File: src/rtl/multicycle_control_fsm_pkg.sv
// Shared encodings for the multi-cycle RV32I main controller: opcodes, FSM
// states, ALU operand/op selects and the bundled control-word type.
package multicycle_control_fsm_pkg;

  localparam logic [6:0] OP_RTYPE  = 7'b0110011;
  localparam logic [6:0] OP_IARITH = 7'b0010011;
  localparam logic [6:0] OP_LOAD   = 7'b0000011;
  localparam logic [6:0] OP_STORE  = 7'b0100011;
  localparam logic [6:0] OP_BRANCH = 7'b1100011;
  localparam logic [6:0] OP_JAL    = 7'b1101111;
  localparam logic [6:0] OP_JALR   = 7'b1100111;
  localparam logic [6:0] OP_SYSTEM = 7'b1110011;

  typedef enum logic [3:0] {
    S_IF    = 4'd0,
    S_ID    = 4'd1,
    S_EX    = 4'd2,
    S_MEM   = 4'd3,
    S_WB    = 4'd4,
    S_JWB   = 4'd5,
    S_PCINC = 4'd6,
    S_HALT  = 4'd7
  } state_t;

  localparam logic [1:0] SRCB_RS2  = 2'b00;
  localparam logic [1:0] SRCB_FOUR = 2'b01;
  localparam logic [1:0] SRCB_IMM  = 2'b10;

  localparam logic [1:0] ALUOP_ADD    = 2'b00;
  localparam logic [1:0] ALUOP_BRANCH = 2'b01;
  localparam logic [1:0] ALUOP_FUNCT  = 2'b10;

  typedef struct packed {
    logic       ir_write;
    logic       i_or_d;
    logic       mem_read;
    logic       mem_write;
    logic       mem_to_reg;
    logic       reg_write;
    logic       alu_src_a;
    logic [1:0] alu_src_b;
    logic [1:0] alu_ctrl_op;
    logic       pc_write;
    logic       pc_source;
    logic       is_halted;
  } ctrl_t;

endpackage

File: src/rtl/mc_output_decoder.sv
// Purely combinational control-word decode from the current FSM state plus
// the few inputs that qualify individual strobes.
module mc_output_decoder
  import multicycle_control_fsm_pkg::*;
(
  input  state_t     state_i,
  input  logic [6:0] opcode_i,
  input  logic       alu_bcond_i,
  input  logic       mem_ready_i,
  output ctrl_t      ctrl_o
);

  always_comb begin
    ctrl_o = '0;
    unique case (state_i)
      S_IF: begin
        ctrl_o.mem_read = 1'b1;
        ctrl_o.ir_write = mem_ready_i;
      end
      // Speculatively form the branch/JAL target while the opcode is decoded.
      S_ID: begin
        ctrl_o.alu_src_b = SRCB_IMM;
      end
      S_EX: begin
        case (opcode_i)
          OP_RTYPE: begin
            ctrl_o.alu_src_a   = 1'b1;
            ctrl_o.alu_ctrl_op = ALUOP_FUNCT;
          end
          OP_IARITH: begin
            ctrl_o.alu_src_a   = 1'b1;
            ctrl_o.alu_src_b   = SRCB_IMM;
            ctrl_o.alu_ctrl_op = ALUOP_FUNCT;
          end
          OP_LOAD, OP_STORE: begin
            ctrl_o.alu_src_a = 1'b1;
            ctrl_o.alu_src_b = SRCB_IMM;
          end
          OP_BRANCH: begin
            ctrl_o.alu_src_a   = 1'b1;
            ctrl_o.alu_ctrl_op = ALUOP_BRANCH;
            ctrl_o.pc_write    = alu_bcond_i;
            ctrl_o.pc_source   = alu_bcond_i;
          end
          OP_JAL, OP_JALR: begin
            ctrl_o.alu_src_b = SRCB_FOUR;
          end
          default: ;
        endcase
      end
      S_MEM: begin
        ctrl_o.i_or_d    = 1'b1;
        ctrl_o.mem_read  = (opcode_i == OP_LOAD);
        ctrl_o.mem_write = (opcode_i == OP_STORE);
      end
      S_WB: begin
        ctrl_o.reg_write  = 1'b1;
        ctrl_o.mem_to_reg = (opcode_i == OP_LOAD);
        ctrl_o.alu_src_b  = SRCB_FOUR;
        ctrl_o.pc_write   = 1'b1;
      end
      // Link value already sits in ALUOut; the live ALU result is the jump target.
      S_JWB: begin
        ctrl_o.reg_write = 1'b1;
        ctrl_o.alu_src_a = (opcode_i == OP_JALR);
        ctrl_o.alu_src_b = SRCB_IMM;
        ctrl_o.pc_write  = 1'b1;
      end
      S_PCINC: begin
        ctrl_o.alu_src_b = SRCB_FOUR;
        ctrl_o.pc_write  = 1'b1;
      end
      S_HALT: begin
        ctrl_o.is_halted = 1'b1;
      end
      default: ;
    endcase
  end

endmodule

File: src/rtl/multicycle_control_fsm.sv
// Main controller for the multi-cycle RV32I core: state register, next-state
// logic, memory wait/timeout tracking and reset gating of commit strobes.
module multicycle_control_fsm
  import multicycle_control_fsm_pkg::*;
#(
  parameter int unsigned IMEM_WAIT_MAX = 0
) (
  input  logic       clk,
  input  logic       reset,
  input  logic [6:0] opcode,
  input  logic       alu_bcond,
  input  logic       mem_ready,
  input  logic       halt_req,
  output logic       ir_write,
  output logic       i_or_d,
  output logic       mem_read,
  output logic       mem_write,
  output logic       mem_to_reg,
  output logic       reg_write,
  output logic       alu_src_a,
  output logic [1:0] alu_src_b,
  output logic [1:0] alu_ctrl_op,
  output logic       pc_write,
  output logic       pc_source,
  output logic       is_halted,
  output logic       mem_timeout
);

  localparam int unsigned CntW = (IMEM_WAIT_MAX > 0) ? $clog2(IMEM_WAIT_MAX + 1) : 1;

  state_t          state_q, state_d;
  logic [CntW-1:0] waitCnt_q, waitCnt_d;
  logic            timeout_q, timeout_d;
  ctrl_t           ctrl;

  always_comb begin
    state_d = state_q;
    unique case (state_q)
      S_IF:  if (mem_ready) state_d = S_ID;
      S_ID: begin
        if (opcode == OP_SYSTEM) state_d = halt_req ? S_HALT : S_PCINC;
        else                     state_d = S_EX;
      end
      S_EX: begin
        case (opcode)
          OP_RTYPE, OP_IARITH: state_d = S_WB;
          OP_LOAD, OP_STORE:   state_d = S_MEM;
          OP_BRANCH:           state_d = alu_bcond ? S_IF : S_PCINC;
          OP_JAL, OP_JALR:     state_d = S_JWB;
          default:             state_d = S_PCINC;
        endcase
      end
      S_MEM: if (mem_ready) state_d = (opcode == OP_LOAD) ? S_WB : S_PCINC;
      S_WB, S_JWB, S_PCINC: state_d = S_IF;
      S_HALT: state_d = S_HALT;
      default: state_d = S_IF;
    endcase
  end

  // Counter saturates at the bound; the flag stays set while the FSM keeps waiting.
  always_comb begin
    waitCnt_d = waitCnt_q;
    timeout_d = timeout_q;
    if ((state_q == S_IF) || (state_q == S_MEM)) begin
      if (mem_ready) begin
        waitCnt_d = '0;
      end else if (IMEM_WAIT_MAX != 0) begin
        if (waitCnt_q != CntW'(IMEM_WAIT_MAX)) waitCnt_d = waitCnt_q + CntW'(1);
        if (waitCnt_q == CntW'(IMEM_WAIT_MAX - 1)) timeout_d = 1'b1;
      end
    end else begin
      waitCnt_d = '0;
    end
  end

  always_ff @(posedge clk) begin
    if (reset) begin
      state_q   <= S_IF;
      waitCnt_q <= '0;
      timeout_q <= 1'b0;
    end else begin
      state_q   <= state_d;
      waitCnt_q <= waitCnt_d;
      timeout_q <= timeout_d;
    end
  end

  mc_output_decoder u_decoder (
    .state_i     (state_q),
    .opcode_i    (opcode),
    .alu_bcond_i (alu_bcond),
    .mem_ready_i (mem_ready),
    .ctrl_o      (ctrl)
  );

  // Architectural commits are suppressed during the reset cycle itself.
  assign ir_write    = ctrl.ir_write  & ~reset;
  assign mem_write   = ctrl.mem_write & ~reset;
  assign reg_write   = ctrl.reg_write & ~reset;
  assign pc_write    = ctrl.pc_write  & ~reset;
  assign i_or_d      = ctrl.i_or_d;
  assign mem_read    = ctrl.mem_read;
  assign mem_to_reg  = ctrl.mem_to_reg;
  assign alu_src_a   = ctrl.alu_src_a;
  assign alu_src_b   = ctrl.alu_src_b;
  assign alu_ctrl_op = ctrl.alu_ctrl_op;
  assign pc_source   = ctrl.pc_source;
  assign is_halted   = ctrl.is_halted;
  assign mem_timeout = timeout_q;

endmodule

File: config.mk
export PLATFORM = sky130hd
export DESIGN_NAME = multicycle_control_fsm
export DESIGN_NICKNAME = d
export VERILOG_FILES = /design/src/rtl/multicycle_control_fsm_pkg.sv /design/src/rtl/mc_output_decoder.sv /design/src/rtl/multicycle_control_fsm.sv
export SDC_FILE = /design/constraint.sdc
export NUM_CORES = 1
export LEC_CHECK = 0
export BUFFER_PORTS_ARGS = -buffer_cell sky130_fd_sc_hd__buf_2
export CORE_MARGIN = 5
export CORE_UTILIZATION = 39
export DETAILED_ROUTE_END_ITERATION = 10
export PLACE_DENSITY_LB_ADDON = 0.3
export SETUP_SLACK_MARGIN = 0.05
export SLEW_MARGIN = 20
export SYNTH_ARGS = -nofsm -noshare
export SYNTH_HDL_FRONTEND = slang
export SYNTH_SLANG_ARGS = --single-unit
File: constraint.sdc
create_clock -name clk -period 1.31 [get_ports clk]
set_input_delay 0.131 -clock clk [delete_from_list [all_inputs] [get_ports clk]]
set_output_delay 0.131 -clock clk [all_outputs]
set_load 0.01 [all_outputs]
### Word-level counts from Yosys, hierarchy flattened

Cells that the tools add are included.

* register bits after elaboration: 4
* input port bits: 12
* output and inout bits: 15
* word-level logic and storage cells: 58

* equality and inequality tests: 17
* mux-type cells: 24
* bitwise operators: 5
* reductions and logical operators: 11

Operator list (count)
* 7-bit equality test, second input constant: 4
* 4-bit case mux with 5 select lines: 1
* 4-bit by 3-bit equality test with 1-bit output, second input constant: 4
* 7-bit by 6-bit equality test with 1-bit output, second input constant: 2
* 3-bit case mux with 4 select lines: 1
* 2-bit OR reduction: 6
* 1-bit 2-to-1 mux: 9
* 4-bit by 2-bit equality test with 1-bit output, second input constant: 2
* 4-bit 2-to-1 mux: 2
* 2-bit case mux with 2 select lines: 2
* 7-bit by 2-bit equality test with 1-bit output, second input constant: 1
* 7-bit by 5-bit equality test with 1-bit output, second input constant: 1
* 2-bit 2-to-1 mux: 3
* 3-bit 2-to-1 mux: 2
* 1-bit case mux with 2 select lines: 3
* 2-bit case mux with 3 select lines: 1
* 3-bit OR reduction: 2
* 5-bit OR reduction: 1
* 1-bit AND: 4
* 4-bit by 1-bit equality test with 1-bit output, second input constant: 1
* 4-bit logical NOT: 1
* 2-bit != test, second input constant: 2
* 2-bit AND reduction: 1
* 1-bit inverter: 1

### Depth between registers and ports, before layout

* depth after elaboration: 4
* depth in mapped cells: 5
* mapped depth without buffers: 4

### Modules after synthesis

A second synthesis with hierarchy kept.

* cell total of the unflattened synthesis: 82
* area total of the unflattened synthesis: 555.5 um^2

By module, submodules not included
* multicycle_control_fsm: instances 1, cells each 46, area an instance 335.3 um^2, sequential area each 60.1 um^2
* mc_output_decoder: instances 1, cells each 36, area an instance 220.2 um^2, sequential area each 0.0 um^2

### Worst setup path after synthesis

OpenSTA, ideal clock, no wires.

* path kind: register -> output
* start point: reg state_q[0]
* end point: out alu_ctrl_op[1]
* arrival time: 1289 ps
* data required time: 1179 ps
* setup slack: -110 ps
* cell stages (with the launch flop): 5
* path buffers: 1
* cell sequence: dfxtp_1 buf_6 or3b_4 or2_1 nor3b_2

* cells in the longest elaborated chain, start to end: 2

RTL lines
* start, declared: line multicycle_control_fsm.sv:31 `state_t state_q, state_d;`
* start signal, assigned: line multicycle_control_fsm.sv:82 `state_q <= state_d;`
* 4-bit by 2-bit equality test with 1-bit output: line mc_output_decoder.sv:15 `unique case (state_i)`
* 2-bit 2-to-1 mux: line mc_output_decoder.sv:15
* end, declared: line multicycle_control_fsm.sv:22 `output logic [1:0] alu_ctrl_op,`

No other way between the ends.

### Worst setup path in the final report

Ends and elaborated chain as after synthesis.

==> out/qor.csv <==
metric,value,unit
drcViolationCount,0,
critPathBufInv,1,
hold_class,primary input to flop,
worstSetupPathType,flop to output pin,
drive_above_1_share,53.2,%
drv_cap,0,
nets,122,
dieArea,2150,µm²
num_vias,665,
start_util,40.2,%
port_buffers,25,
cp_max_fo,5,
p_per_area,1320,nW/µm²
area_growth,61.3,%
dpl_cell_area,671,µm²
top_register,state_q,
yosysMostFrequentCell,nor2_1,
worst_slack,-0.310,ns
skew,0.00923,ns
largest_registers,state_q (3),
antenna_found_initial,0,
gp_congestion,0.795,
power,1.10,mW
clk_path_buf_depth,2,
critical_path.top_delay_family,simple AND/OR/NAND/NOR gates,
drv_slew,0,
yosysTopAreaCell,dfxtp_1,
critPathLaunchType,flop,
synthArstFlopShare,0,%
syn_area,517,µm²
grt_pass1_vias,588,
syn_nets,86,
die-height,46.4,µm
cts_tree,yes,
overflow,0,
n_antenna_cell,0,
violations,setup timing,
fmax,0.617,GHz
clock_latency,0.23,ns
synth_top_area_share,11.6,%
crit_path_cell_trace,or3b_4 -> or2_4 -> nor3b_2 -> buf_2,
synth_common_cells,"nor2_1, a21oi_1, nor3_1",
ant_nets,0,
synth_flop_cell,dfxtp_1,
core,1280,µm²
setup_viol,10,
ys_top_cells_by_area,"dfxtp_1, nor2_1, a21oi_1, nand4bb_4, nor3_1",
grtUsageMet3,5.47,%
crit_required,1.18,ns
grt_usage,16.1,%
ys.warnings.count,0,
leakagePower,0.406,nW
syn_avg_cell_area,6.98,µm²
vdd_drop_max,0.833,mV
synth_cell_types,37,
hold_violations,0,
period_share,124,%
drt-pass1-iter-count,3,
synth_edf_count,0,
stdcell_area,833,µm²
ys_seq_area_share,11.6,%
critPathMaxStageDelay,0.43,ns
synth_seq_cells,3,
pin_count,27,
grt_pass1_wl,2550,µm
grt_setup_unrepaired,yes,
setup_tns,-1.69,ns
wl_per_cell,13.1,µm
cts.clk_slew.worst_paths,0.04,ns
dp_hpwl,1240,µm
cts_made_buffers,3,
status,"finished, violations left",
grt_util_met2,27.7,%
place_ws,-0.0850,ns
grt_max_degree,13,
rows,13,
hold_buffers,0,
synthCells,74,
largest_reg_flops,3,
cp_slowest_cell,or3b_4,
top_usage_layer,met2,
met1_usage,20.2,%
period_needed,1.62,ns
drt-vias-per-instance,5.36,
clock-sinks,3,
cts-root-buf,clkbuf_4,
drt_wl_total,1630,µm
htreeDepth,1,
worstPathArrival,1.49,ns
drt_iter0_markers,4,
cp-end-kind,output pin,
die_w,46.4,µm
[layout make-up]
class | instances | area [µm²]
sequential | 3 | 61.3
fill | 126 | 452
tap | 15 | 18.8
timing repair buffer | 38 | 255
clock buffer | 4 | 26.3
multi-input combinational | 60 | 457
inverter | 4 | 15.0
[what timing repair did]
| item | CTS | global route |
|---|---|---|
| pin swaps | 1 | 10 |
| buffers inserted | 0 | 6 |
| resized for setup | 4 | 21 |
| setup endpoints to repair | 12 | 15 |
| hold endpoints to repair | 0 | 0 |
[routing by layer]
metal | part of all wire (%) | up-vias
li1 | - | 335
met1 | 42 | 311
met2 | 52 | 19
met3 | 6.7 | 0
met4 | 0 | 0
met5 | 0 | -
[cells by family (layout without fill, tap and decap cells)]
| family | count (synthesis) | count (layout) | synth area share, % |
|---|---|---|---|
| and+or+nand+nor | 37 | 37 | 47.9 |
| DFF | 3 | 3 | 11.6 |
| xor gates and xnor gates | 1 | 1 | 1.70 |
| AOI/OAI and AO/OA | 21 | 21 | 26.9 |
| other | 1 | 1 | 0.726 |
| buffers and inverters | 11 | 46 | 11.1 |
[placed cells by master, fill, tap and decap left out, types with 2 or more instances in the layout]
master	instances
buf_2	21
buf_4	10
nor2_1	8
a21oi_1	6
buf_6	6
clkbuf_4	4
nand2_1	3
nor3_1	3
inv_1	3
o21ai_0	3
and3_1	2
nor2_4	2
a22o_1	2
nand4b_1	2
o21bai_1	2
dfxtp_1	2
[path summary, 6_finish.rpt]
| check | startpoint | to | slack [ns] | cells after the start |
|---|---|---|---|---|
| setup / recovery | state_q[0]$_SDFFE_PP0P_ | alu_ctrl_op[1] | -0.31 | 4 |
| hold / removal | halt_req | state_q[0]$_SDFFE_PP0P_ | 0.18 | 3 |
| setup reg to reg | state_q[0]$_SDFFE_PP0P_ | state_q[0]$_SDFFE_PP0P_ | -0.02 | 6 |
| hold reg to reg | state_q[2]$_SDFFE_PP0P_ | state_q[0]$_SDFFE_PP0P_ | 0.70 | 4 |
[tightest hold or removal path: stages]
cell	delay (ns)
buf_2	0.08
a21oi_1	0.06
a21oi_1	0.11
[through the flow]
step	instances	hold WS, ns	util [%]
floorplan	74	0.302	-
global placement	114	0.419	52.2
detailed placement	114	0.432	52.2
CTS	118	0.186	54.9
global route	124	0.217	64.8
finish	124	0.183	64.8
[power by group]
part	switching [mW]	leakage (nW)	internal [mW]
Clock	0.0477	0.0150	0.114
Sequential	0.0173	0.0251	0.130
Combinational	0.414	0.365	0.379
Total	0.479	0.406	0.623
(Power assumes the default switching activity.)
